`src/rtl/fifo_merge_arb_pkg.sv`:
```
// Shared constants and helpers for the multi-channel FIFO merger.
package fifo_merge_arb_pkg;

    localparam int ARB_FIXED = 0;
    localparam int ARB_RR    = 1;

    // Minimum width is 1 so that degenerate sizes still give legal vectors.
    function automatic int clog2(input int value);
        int result;
        int v;
        result = 0;
        v      = value - 1;
        while (v > 0) begin
            result = result + 1;
            v      = v >> 1;
        end
        return (result < 1) ? 1 : result;
    endfunction

endpackage

```
`src/rtl/fifo_merge_arb_sync_fifo.sv`:
```
// Single-clock FIFO with show-ahead head word, full/empty flags and occupancy count.
module sync_fifo
    import fifo_merge_arb_pkg::*;
#(
    parameter int DATA_W = 16,
    parameter int DEPTH  = 8,
    localparam int AW    = clog2(DEPTH),
    localparam int CW    = clog2(DEPTH + 1)
) (
    input  logic              clk,
    input  logic              rst,
    input  logic              push_i,
    input  logic              pop_i,
    input  logic [DATA_W-1:0] din_i,
    output logic [DATA_W-1:0] dout_o,
    output logic              full_o,
    output logic              empty_o,
    output logic [CW-1:0]     count_o
);

    logic [DATA_W-1:0] mem_q [DEPTH];
    logic [AW-1:0]     wr_ptr_q, wr_ptr_d;
    logic [AW-1:0]     rd_ptr_q, rd_ptr_d;
    logic [CW-1:0]     count_q, count_d;
    logic              do_push;
    logic              do_pop;

    assign full_o  = (count_q == CW'(DEPTH));
    assign empty_o = (count_q == '0);
    assign count_o = count_q;
    assign dout_o  = mem_q[rd_ptr_q];

    // A push into a full FIFO is refused even if a pop frees a slot this cycle.
    assign do_push = push_i && !full_o;
    assign do_pop  = pop_i && !empty_o;

    always_comb begin
        wr_ptr_d = wr_ptr_q;
        rd_ptr_d = rd_ptr_q;
        count_d  = count_q;
        if (do_push) begin
            wr_ptr_d = wr_ptr_q + AW'(1);
        end
        if (do_pop) begin
            rd_ptr_d = rd_ptr_q + AW'(1);
        end
        case ({do_push, do_pop})
            2'b10:   count_d = count_q + CW'(1);
            2'b01:   count_d = count_q - CW'(1);
            default: count_d = count_q;
        endcase
    end

    always_ff @(posedge clk) begin
        if (rst) begin
            wr_ptr_q <= '0;
            rd_ptr_q <= '0;
            count_q  <= '0;
        end else begin
            wr_ptr_q <= wr_ptr_d;
            rd_ptr_q <= rd_ptr_d;
            count_q  <= count_d;
        end
    end

    always_ff @(posedge clk) begin
        if (do_push) begin
            mem_q[wr_ptr_q] <= din_i;
        end
    end

endmodule

```
`src/rtl/fifo_merge_arb.sv`:
```
// Multi-channel FIFO merger: per-channel FIFOs drained through a fixed-priority
// or round-robin arbiter into a single registered valid/ready output.
module fifo_merge_arb
    import fifo_merge_arb_pkg::*;
#(
    parameter int CH_NUM   = 4,
    parameter int DATA_W   = 16,
    parameter int DEPTH    = 8,
    parameter int ARB_MODE = ARB_FIXED
) (
    input  logic                     clk,
    input  logic                     rst,
    input  logic [CH_NUM*DATA_W-1:0] din,
    input  logic [CH_NUM-1:0]        din_vld,
    output logic [CH_NUM-1:0]        din_full,
    output logic [DATA_W-1:0]        dout,
    output logic                     dout_vld,
    input  logic                     dout_rdy,
    output logic [clog2(CH_NUM)-1:0] chan,
    output logic [CH_NUM-1:0]        ovf
);

    localparam int CH_W = clog2(CH_NUM);
    localparam int CW   = clog2(DEPTH + 1);

    logic [CH_NUM-1:0] full_w;
    logic [CH_NUM-1:0] empty_w;
    logic [CH_NUM-1:0] wr_en;
    logic [CH_NUM-1:0] pop_en;
    logic [DATA_W-1:0] head_w [CH_NUM];
    logic [CW-1:0]     cnt_w  [CH_NUM];

    logic [DATA_W-1:0] dout_q, dout_d;
    logic [CH_W-1:0]   chan_q, chan_d;
    logic              vld_q, vld_d;
    logic [CH_W-1:0]   last_q, last_d;
    logic [CH_NUM-1:0] ovf_q, ovf_d;

    logic              out_free;
    logic              found;
    logic              grant;
    logic [CH_W-1:0]   gnt_idx;

    for (genvar g = 0; g < CH_NUM; g++) begin : g_ch
        assign wr_en[g]    = din_vld[g] & ~full_w[g];
        assign pop_en[g]   = grant && (gnt_idx == CH_W'(g));
        assign din_full[g] = (cnt_w[g] == CW'(DEPTH));

        sync_fifo #(
            .DATA_W (DATA_W),
            .DEPTH  (DEPTH)
        ) u_fifo (
            .clk     (clk),
            .rst     (rst),
            .push_i  (wr_en[g]),
            .pop_i   (pop_en[g]),
            .din_i   (din[g*DATA_W +: DATA_W]),
            .dout_o  (head_w[g]),
            .full_o  (full_w[g]),
            .empty_o (empty_w[g]),
            .count_o (cnt_w[g])
        );
    end

    assign out_free = !vld_q || dout_rdy;

    // Round-robin: first pass covers channels above last grant, second pass wraps
    // around; fixed priority simply takes the first non-empty channel.
    always_comb begin
        found   = 1'b0;
        gnt_idx = '0;
        for (int k = 0; k < CH_NUM; k++) begin
            if (!found && !empty_w[CH_W'(k)] &&
                (ARB_MODE == ARB_FIXED || CH_W'(k) > last_q)) begin
                found   = 1'b1;
                gnt_idx = CH_W'(k);
            end
        end
        for (int k = 0; k < CH_NUM; k++) begin
            if (!found && !empty_w[CH_W'(k)]) begin
                found   = 1'b1;
                gnt_idx = CH_W'(k);
            end
        end
    end

    assign grant = out_free && found;

    always_comb begin
        dout_d = dout_q;
        chan_d = chan_q;
        vld_d  = vld_q;
        last_d = last_q;
        if (grant) begin
            dout_d = head_w[gnt_idx];
            chan_d = gnt_idx;
            vld_d  = 1'b1;
            last_d = gnt_idx;
        end else if (out_free) begin
            vld_d  = 1'b0;
        end
        ovf_d = ovf_q | (din_vld & full_w);
    end

    always_ff @(posedge clk) begin
        if (rst) begin
            dout_q <= '0;
            chan_q <= '0;
            vld_q  <= 1'b0;
            last_q <= CH_W'(CH_NUM - 1);
            ovf_q  <= '0;
        end else begin
            dout_q <= dout_d;
            chan_q <= chan_d;
            vld_q  <= vld_d;
            last_q <= last_d;
            ovf_q  <= ovf_d;
        end
    end

    assign dout     = dout_q;
    assign chan     = chan_q;
    assign dout_vld = vld_q;
    assign ovf      = ovf_q;

endmodule

```
`config.mk`:
```
export PLATFORM = sky130hd
export DESIGN_NAME = fifo_merge_arb
export DESIGN_NICKNAME = d
export VERILOG_FILES = /design/src/rtl/fifo_merge_arb_pkg.sv /design/src/rtl/fifo_merge_arb_sync_fifo.sv /design/src/rtl/fifo_merge_arb.sv
export SDC_FILE = /design/constraint.sdc
export NUM_CORES = 1
export LEC_CHECK = 0
export CORE_MARGIN = 5
export CORE_UTILIZATION = 58
export CTS_CLUSTER_DIAMETER = 200
export CTS_CLUSTER_SIZE = 12
export DETAILED_ROUTE_END_ITERATION = 6
export PLACE_DENSITY = 0.86
export SYNTH_ARGS = -nofsm -noshare
export SYNTH_HDL_FRONTEND = slang
export SYNTH_SLANG_ARGS = --single-unit
```
`constraint.sdc`:
```
create_clock -name clk -period 3.4 [get_ports clk]
set_input_delay 0.68 -clock clk [delete_from_list [all_inputs] [get_ports clk]]
set_output_delay 0.68 -clock clk [all_outputs]
set_load 0.01 [all_outputs]
```
==> run summary, run 1 <==
Sink Count: 312
H-tree lvl count: 1
placed cells: 1066
pwr/cell area: 732 nW/µm²
WP data arrival: 2.15 ns
clk root buf: clkbuf_16
Max FO, Critical Path: 6
Leak: 4.66 nW
top cell type's share of synthesized area: 62.3%
final net count: 908
CP max stage delay: 0.65 ns
Ys Warns: 0
syn_area_per_cell: 16.8 µm²
post-synthesis cell count: 736
Peak Freq: 353 MHz
area overhead of the layout relative to synthesis: 14.9%
GRT Util Overall: 20.7%
Post-Syn Area: 12300 µm²
# rows: 53
Setup Viol. Count Final: 0
drt pass-1 iters: 5
clk slew on worst S/H paths: 0.06 ns
total routed wirelength: 25000 µm
Commonest cells post-synth: edfxtp_1 (256), mux2i_1 (68), nor2_1 (58)
Clock Latency Late Sink: 0.56 ns
hold buffers post-CTS: 0
FFs w/ async S/R, synth: 0%
Synthesized Nets: 822
first-pass GRT wire length: 38800 µm
post-place setup slack: 0.383 ns
status: complete, no violations
DRC: 0
CP Launch Type: register
top-count cell post-synth: edfxtp_1
Post-synth EDFFs: 256
CP cell instances: nor4b_1, clkdlybuf4s50_1
Synth area leaders: edfxtp_1 (62%), dfxtp_1 (9.1%), mux4_2 (5.8%), mux2i_1 (5.5%), a22oi_1 (1.9%)
Initial Util: 58.7%
CP max stage cell: clkdlybuf4s50_1
share of the clock period used by the worst path: 83.3%
Worst Path Required: 2.72 ns
Via density: 6.07
core area: 21000 µm²
MaxCap Viol Count: 0
grt ovf: 0
antenna cell count: 0
post-CTS sizing: 0
share of cells above drive strength 1: 14.7%
Post-CTS Setup Repair Bufs: 0
die width: 156 µm
Synth Register Bits: 312
fin crit period: 2.83 ns
Pwr Total: 10.4 mW
io pins: 98
wire per inst: 22.4 µm
Routed Antenna Nets: 0
Die H: 156 µm
# port buffers: 64
clk buf depth: 3
total CTS buffers: 29
CTS tree: done
top_reg_cell synth: edfxtp_1
worst hold margin: 0.469 ns
Clock Skews: 0.0135 ns
endpoints failing hold: 0
largest area contributor in the netlist: edfxtp_1
VDD IR max: 466 µV
Slew HR: 32.2%
final worst setup slack: 0.569 ns
Crit. End Element: primary output
pin count of the biggest net entering global routing: 53
RSZ-0062 raised after global routing: false
distinct cell type count after synthesis: 48
total number of vias: 6794
Worst-Margin Slew: 1.02 ns
HPWL after detailed placement: 14900 µm
Starting DRT DRC Count: 787
Routability Congestion: 0.748
antenna violations before repair: 1
die area: 24300 µm²
Hold WC Path Type: reg2reg
max-slew violation count: 0
Cell Count, Final, Fillers Out: 1120
sequential-to-total area share from yosys stat: 71.3%
Post-Route Setup TNS: 0 ns
CP Class: reg2out
vias in the first global route: 6788
-- area by class of cell --
type | instances | area, µm²
clock buffer | 53 | 816
clock inverter | 1 | 20.0
fill | 1353 | 6840
inverter | 9 | 33.8
multi-input combinational | 373 | 3250
sequential | 312 | 8810
tap | 275 | 344
timing repair buffer | 97 | 908
-- worst max-delay path, delay by kind of cell (launching register included) --
kind | cells | cell delay (ns)
buf+inv | 1 | 0.65
simple gates | 1 | 0.58
flops | 1 | 0.38
-- sequential cells by signal, indices dropped and copies added (netlist names), named ones only --
register,cells
g_ch.u_fifo.mem_q,256
dout,16
g_ch.u_fifo.count_o,16
g_ch.u_fifo.rd_ptr_q,6
g_ch.u_fifo.wr_ptr_q,6
ovf,4
chan,1
dout_vld,1
-- per-stage QoR --
stage               cell area, µm²  util, %
finish                       14200     67.5
global route                 14200     67.5
CTS                          14200     67.5
detailed placement           13300     63.5
global placement             13300     63.5
floorplan                    12300        -
-- placed cells by master (no fill, tap or decap), types with 2 or more instances in the layout --
cell type        Yosys  final
nand2b_1            23     23
inv_1                9      9
and2b_1              2      2
o21a_1               2      2
or3_1                2      2
o21ai_0              5      5
nor2b_1              3      3
nor3_2               0      6
buf_4               11     31
clkbuf_16            0     29
a22oi_1             32     32
a311oi_1            14     14
nor4b_1              2      2
nand3_1             17     17
xor2_1              11     11
o211ai_2            10     10
ha_1                14     14
nor2_2               2      2
nor2_1              58     58
and2_1               2      2
mux4_2              32     32
nor3_1              10      4
clkdlybuf4s50_1      0     63
a311oi_2             2      2
mux2i_1             68     68
xnor2_1              6      6
nand2_1             17     17
clkbuf_1            14     24
o211ai_1             6      6
dfxtp_1             56     54
buf_12               1      2
a21oi_1             19     19
edfxtp_1           256    256
nand4_1              2      2
dfxtp_2              0      2
-- cells by family (layout without fill, tap and decap cells) --
logic type | Yosys count | after routing | share of synthesized area [%]
xor gates and xnor gates | 17 | 17 | 1.21
DFF | 312 | 312 | 71.3
buffers and inverters | 51 | 160 | 2.62
other | 1 | 1 | 0.0304
adders and majority gates | 15 | 15 | 1.58
AOI/OAI and AO/OA | 92 | 92 | 5.80
muxes | 100 | 100 | 11.3
and+or+nand+nor | 148 | 148 | 6.08
-- routing by layer --
layer / up-vias / share of wire (%) / track usage (%)
met4: 2 / 2.8 / 6.34
met3: 55 / 8.3 / 3.69
met5: - / 0.052 / 0
li1: 3033 / - / -
met2: 314 / 48 / 33.1
met1: 3390 / 41 / 29.6
-- path summary, 6_finish.rpt --
kind / start / to / slack (ns) / cells after the start
min reg2reg: ovf[0] / ovf[0] / 0.47 / 2
max: g_ch[0].u_fifo.count_o[0] / din_full[0] / 0.57 / 2
min: ovf[0] / ovf[0] / 0.47 / 2
max reg2reg: g_ch[0].u_fifo.count_o[0] / g_ch[0].u_fifo.count_o[3] / 0.61 / 10
-- report_power, final --
part           leakage (nW)  internal (mW)  switching [mW]  total (mW)
registers              2.78           4.47           0.265        4.74
logic                  1.48           1.21            1.51        2.72
clock network         0.396           1.61            1.33        2.94
total                  4.66           7.29            3.10        10.4
Power figures use the tool's default switching activity.
==> run 2: changes to the inputs <==
- CORE_UTILIZATION: 58 -> 52
- PLACE_DENSITY: 0.86 -> 0.82
- clock period: 3.4 -> 2.41 ns (I/O delays scaled with it)
==> run summary, run 2 (synthesized netlist as in run 1, its figures left out) <==
status: complete, no violations (unchanged)
first-pass GRT wire length: 39000 µm (was 38800 µm)
most frequent cells in the layout: edfxtp_1 (256), mux2i_1 (68), clkdlybuf4s50_1 (60), nor2_1 (56), dfxtp_1 (49) (was edfxtp_1 (256), mux2i_1 (68), clkdlybuf4s50_1 (63), nor2_1 (58), dfxtp_1 (54))
WP data arrival: 1.89 ns (was 2.15 ns)
HPWL after detailed placement: 15600 µm (was 14900 µm)
# rows: 56 (was 53)
endpoints failing hold: 0 (unchanged)
VDD IR max: 574 µV (was 466 µV)
Worst R2R Setup Slack: 0.05 ns (was 0.61 ns)
antenna violations before repair: 0 (was 1)
Sink Count: 312 (unchanged)
# port buffers: 64 (unchanged)
share of the clock period used by the worst path: 98.4%
sequential power share: 44.6% (was 45.6%)
Max FO, Critical Path: 6 (unchanged)
total CTS buffers: 29 (unchanged)
io pins: 98 (unchanged)
die area: 26900 µm² (was 24300 µm²)
H-tree lvl count: 1 (unchanged)
wire per inst: 21.3 µm (was 22.4 µm)
R2R Path End: g_ch[1].u_fifo.count_o[3] (was g_ch[0].u_fifo.count_o[3])
fin crit period: 2.37 ns
switching portion of total power: 29.5% (was 29.8%)
Worst Path Required: 1.93 ns (was 2.72 ns)
Initial Util: 52.8% (was 58.7%)
die width: 164 µm (was 156 µm)
worst hold margin: 0.340 ns (was 0.469 ns)
CP Class: reg2out (unchanged)
CTS tree: done (unchanged)
max reg flops: 256 (unchanged)
clock power share: 27.3% (was 28.3%)
cells on worst reg2reg path: 10 (unchanged)
pin count of the biggest net entering global routing: 49 (was 53)
share of the core filled with cells: 62.6% (was 67.5%)
critical path endpoint: din_full[1] (was din_full[0])
vias in the first global route: 7015 (was 6788)
clk slew on worst S/H paths: 0.06 ns (about the same)
RSZ-0062 raised after global routing: true (was false)
total routed wirelength: 25200 µm (was 25000 µm)
max-slew violation count: 0 (unchanged)
Crit. End Element: primary output (unchanged)
grt ovf: 0 (unchanged)
MaxCap Viol Count: 0 (unchanged)
switching pwr: 4.40 mW (was 3.10 mW)
antenna cell count: 0 (unchanged)
Starting DRT DRC Count: 533 (was 787)
final net count: 927 (was 908)
RR Startpoint: g_ch[1].u_fifo.count_o[2] (was g_ch[0].u_fifo.count_o[0])
Pwr Total: 14.9 mW (was 10.4 mW)
CP Launch Type: register (unchanged)
Setup Viol. Count Final: 0 (unchanged)
Clock Latency Late Sink: 0.54 ns (was 0.56 ns)
Largest Register: g_ch.u_fifo.mem_q (unchanged)
GRT Util Overall: 19.0% (was 20.7%)
area overhead of the layout relative to synthesis: 18.6% (was 14.9%)
Die H: 164 µm (was 156 µm)
pwr/cell area: 1020 nW/µm² (was 732 nW/µm²)
share of cells above drive strength 1: 18.3% (was 14.7%)
Routed Antenna Nets: 0 (unchanged)
hold buffers post-CTS: 0 (unchanged)
total number of vias: 6742 (was 6794)
critical path startpoint: g_ch[1].u_fifo.count_o[2] (was g_ch[0].u_fifo.count_o[0])
Peak Freq: 422 MHz
Clock Skews: 0.0183 ns (was 0.0135 ns)
worst hold start: rst (was ovf[0])
core area: 23400 µm² (was 21000 µm²)
Post-Route Setup TNS: 0 ns (unchanged)
clk root buf: clkbuf_16 (unchanged)
Combinational Power Share: 28.1% (was 26.1%)
Int Pwr: 10.5 mW (was 7.29 mW)
Via density: 5.70 (was 6.07)
Leak: 4.85 nW (was 4.66 nW)
most common cell after layout, fill and taps aside: edfxtp_1 (unchanged)
Routability Congestion: 0.784 (was 0.748)
clk buf depth: 3 (unchanged)
Hold WC Path Type: in2reg (was reg2reg)
DRC: 0 (unchanged)
drt pass-1 iters: 5 (unchanged)
-- run 2: changes by cell type in the layout (fill, tap and decap cells not counted), sizes merged --
cell and change:
dlygate4sd2 +1, buf +19, dlymetal6s2s +2, clkdlybuf4s50 -3
-- run 2: per-layer routing --
layer	routed length [µm]	track usage, %	vias up
li1	-	-	3079
met5	0	0	-
met3	1290	2.71	44
met2	13700	34.9	196
met4	627	5.26	0
met1	9590	23.4	3423
-- run 2: worst max-delay path, cell delays in order, from the launching register on --
cell	delay (ns)
dfxtp_4	0.37
nor4b_2	0.29
buf_4	0.16
clkdlybuf4s50_1	0.53
-- run 2: repair_timing --
item | in CTS | in global routing
pin swaps | 4 | 9
gates resized for setup | 7 | 14
endpoints found under the setup margin | 5 | 6
buffers inserted | 1 | 1
-- run 2: cell type report --
class	instances	area, µm²
Sequential cell	312	8820
Clock buffer	53	816
Fill cell	1669	8760
Inverter	9	33.8
Multi-Input combinational cell	373	3330
Clock inverter	1	8.76
Tap cell	319	399
Timing Repair Buffer	116	1230
-- run 2: stage by stage --
step	cells	instance area (µm²)	setup slack [ns]
floorplan	736	12400	-0.159
detailed placement	1127	13700	-0.410
finish	1183	14600	0.0376
global route	1183	14600	-0.0625
CTS	1182	14600	0.00548
global placement	1127	13700	-0.302
-- run 2: how the worst min path moves through the flow --
stage,slack (ns),to,cells past startpoint
2_1_floorplan,0.46,g_ch[1].u_fifo.wr_ptr_q[0],2
3_3_place_gp,0.45,ovf[1],2
3_5_place_dp,0.46,ovf[3],2
4_1_cts,0.32,g_ch[3].u_fifo.count_o[3],2
5_1_grt,0.36,g_ch[3].u_fifo.count_o[1],2
6_report,0.34,g_ch[1].u_fifo.count_o[1],2
-- run 2: power by group through the flow --
stage	Clock (mW)	Combinational (mW)	Sequential (mW)
5_1_grt	4.35	4.52	6.71
3_3_place_gp	0	3.93	6.72
3_5_place_dp	0	4.08	6.75
4_1_cts	4.15	4.14	6.66
2_1_floorplan	0	2.80	6.66
6_report	4.08	4.19	6.67
==> run 3: changes to the inputs <==
- GPL_TIMING_DRIVEN: default -> 0
==> run summary, run 3 (synthesized netlist as in run 1, its figures left out) <==
grt ovf: 0 (unchanged)
Slew HR: 34.0%
first-pass GRT wire length: 36900 µm (was 39000 µm)
drt pass-1 iters: 5 (unchanged)
HPWL after detailed placement: 16200 µm (was 15600 µm)
Routability Congestion: 0.825 (was 0.784)
GRT Util Overall: 17.9% (was 19.0%)
CP Class: reg2reg (was reg2out)
Die H: 164 µm (unchanged)
CTS tree: done (unchanged)
Worst Path Required: 2.86 ns (was 1.93 ns)
# rows: 56 (unchanged)
share of cells above drive strength 1: 18.2% (was 18.3%)
area overhead of the layout relative to synthesis: 17.9% (was 18.6%)
Clock Skews: 0.00568 ns (was 0.0183 ns)
Max FO, Critical Path: 6 (unchanged)
Worst-Margin Slew: 0.989 ns
antenna violations before repair: 0 (unchanged)
Peak Freq: 421 MHz (was 422 MHz)
MaxCap Viol Count: 0 (unchanged)
clk slew on worst S/H paths: 0.06 ns (about the same)
Hold WC Path Type: in2reg (unchanged)
status: complete, no violations (unchanged)
Cell Count, Final, Fillers Out: 1189 (was 1183)
total CTS buffers: 29 (unchanged)
Leak: 4.77 nW (was 4.85 nW)
core area: 23400 µm² (unchanged)
wire per inst: 20.1 µm (was 21.3 µm)
max reg flops: 256 (unchanged)
die width: 164 µm (unchanged)
endpoints failing hold: 0 (unchanged)
Clock Latency Late Sink: 0.53 ns (was 0.54 ns)
Initial Util: 52.8% (unchanged)
Sink Count: 312 (unchanged)
Crit. End Element: register (was primary output)
total number of vias: 6683 (was 6742)
pin count of the biggest net entering global routing: 17 (was 49)
pwr/cell area: 1030 nW/µm² (was 1020 nW/µm²)
VDD IR max: 650 µV (was 574 µV)
antenna cell count: 0 (unchanged)
most common cell after layout, fill and taps aside: edfxtp_1 (unchanged)
H-tree lvl count: 1 (unchanged)
Starting DRT DRC Count: 500 (was 533)
worst hold margin: 0.290 ns (was 0.340 ns)
fin crit period: 2.37 ns (about the same)
WP data arrival: 2.82 ns (was 1.89 ns)
placed cells: 1129 (was 1127)
Pwr Total: 15.0 mW (was 14.9 mW)
RSZ-0062 raised after global routing: true (unchanged)
share of the clock period used by the worst path: 98.5% (was 98.4%)
hold buffers post-CTS: 0 (unchanged)
Via density: 5.62 (was 5.70)
share of the core filled with cells: 62.2% (was 62.6%)
clk buf depth: 3 (unchanged)
total routed wirelength: 23900 µm (was 25200 µm)
max-slew violation count: 0 (unchanged)
Post-Route Setup TNS: 0 ns (unchanged)
Routed Antenna Nets: 0 (unchanged)
Setup Viol. Count Final: 0 (unchanged)
die area: 26900 µm² (unchanged)
DRC: 0 (unchanged)
vias in the first global route: 6700 (was 7015)
CP Launch Type: register (unchanged)
final net count: 934 (was 927)
# port buffers: 63 (was 64)
clk root buf: clkbuf_16 (unchanged)
Largest Register: g_ch.u_fifo.mem_q (unchanged)
io pins: 98 (unchanged)
most frequent cells in the layout: edfxtp_1 (256), mux2i_1 (68), clkdlybuf4s50_1 (59), dfxtp_1 (52), nor2_1 (46) (was edfxtp_1 (256), mux2i_1 (68), clkdlybuf4s50_1 (60), nor2_1 (56), dfxtp_1 (49))
==> run 3: cell types whose count changed in the layout (fill, tap and decap cells not counted), sizes merged <==
cell and change:
clkdlybuf4s50 -1, dlygate4sd2 +3, buf -8, clkbuf +15, dlymetal6s2s -2, inv -1
==> run 3: power breakdown <==
part	switching, mW	internal [mW]
Sequential	0.311	6.32
Clock	1.77	2.25
Combinational	2.31	2.00
==> run 3: worst paths after layout <==
check                            startpoint                         to  slack, ns  cells past startpoint
setup / recovery  g_ch[0].u_fifo.count_o[0]  g_ch[0].u_fifo.count_o[3]       0.04                     10
hold / removal                          rst                   dout[15]       0.29                      2
setup reg to reg  g_ch[0].u_fifo.count_o[0]  g_ch[0].u_fifo.count_o[3]       0.04                     10
hold reg to reg                      ovf[3]                     ovf[3]       0.47                      2
==> run 3: per-layer routing <==
metal	part of all wire (%)	GRT usage, %	wire length, µm	up-vias
li1	-	-	-	3095
met5	0	0	0	-
met4	2.4	5.26	580	0
met3	5.9	2.79	1410	44
met1	39	22.9	9380	3323
met2	53	31.5	12600	221
==> run 3: through the flow <==
stage | cell area, µm² | setup WS, ns
floorplan | 12400 | -0.159
global placement | 13400 | -1.59
detailed placement | 13600 | -0.590
CTS | 14500 | -0.0160
global route | 14600 | -0.0567
finish | 14600 | 0.0365
==> run 3: timing repair <==
action / CTS / global route
hold endpoints to repair: 0 / 0
buffers inserted: 3 / 4
pin swaps: 5 / 3
resized for setup: 21 / 9
endpoints found under the setup margin: 18 / 12
==> run 3: cell type report <==
class	instances	area [µm²]
fill	1679	8840
tap	319	399
buffer	42	290
sequential	312	8820
clock buffer	53	816
multi-input combinational	373	3390
timing repair buffer	81	817
inverter	9	33.8
==> run 3: worst max-delay path, stage by stage, from the launching register on <==
cell and delay [ns]:
dfxtp_4 0.38, nor4_4 0.26, buf_4 0.20, nor2_4 0.07, ha_4 0.18, ha_1 0.27, a21o_1 0.18, a21oi_1 0.20
xnor2_1 0.12, or3_1 0.31, a21oi_1 0.13
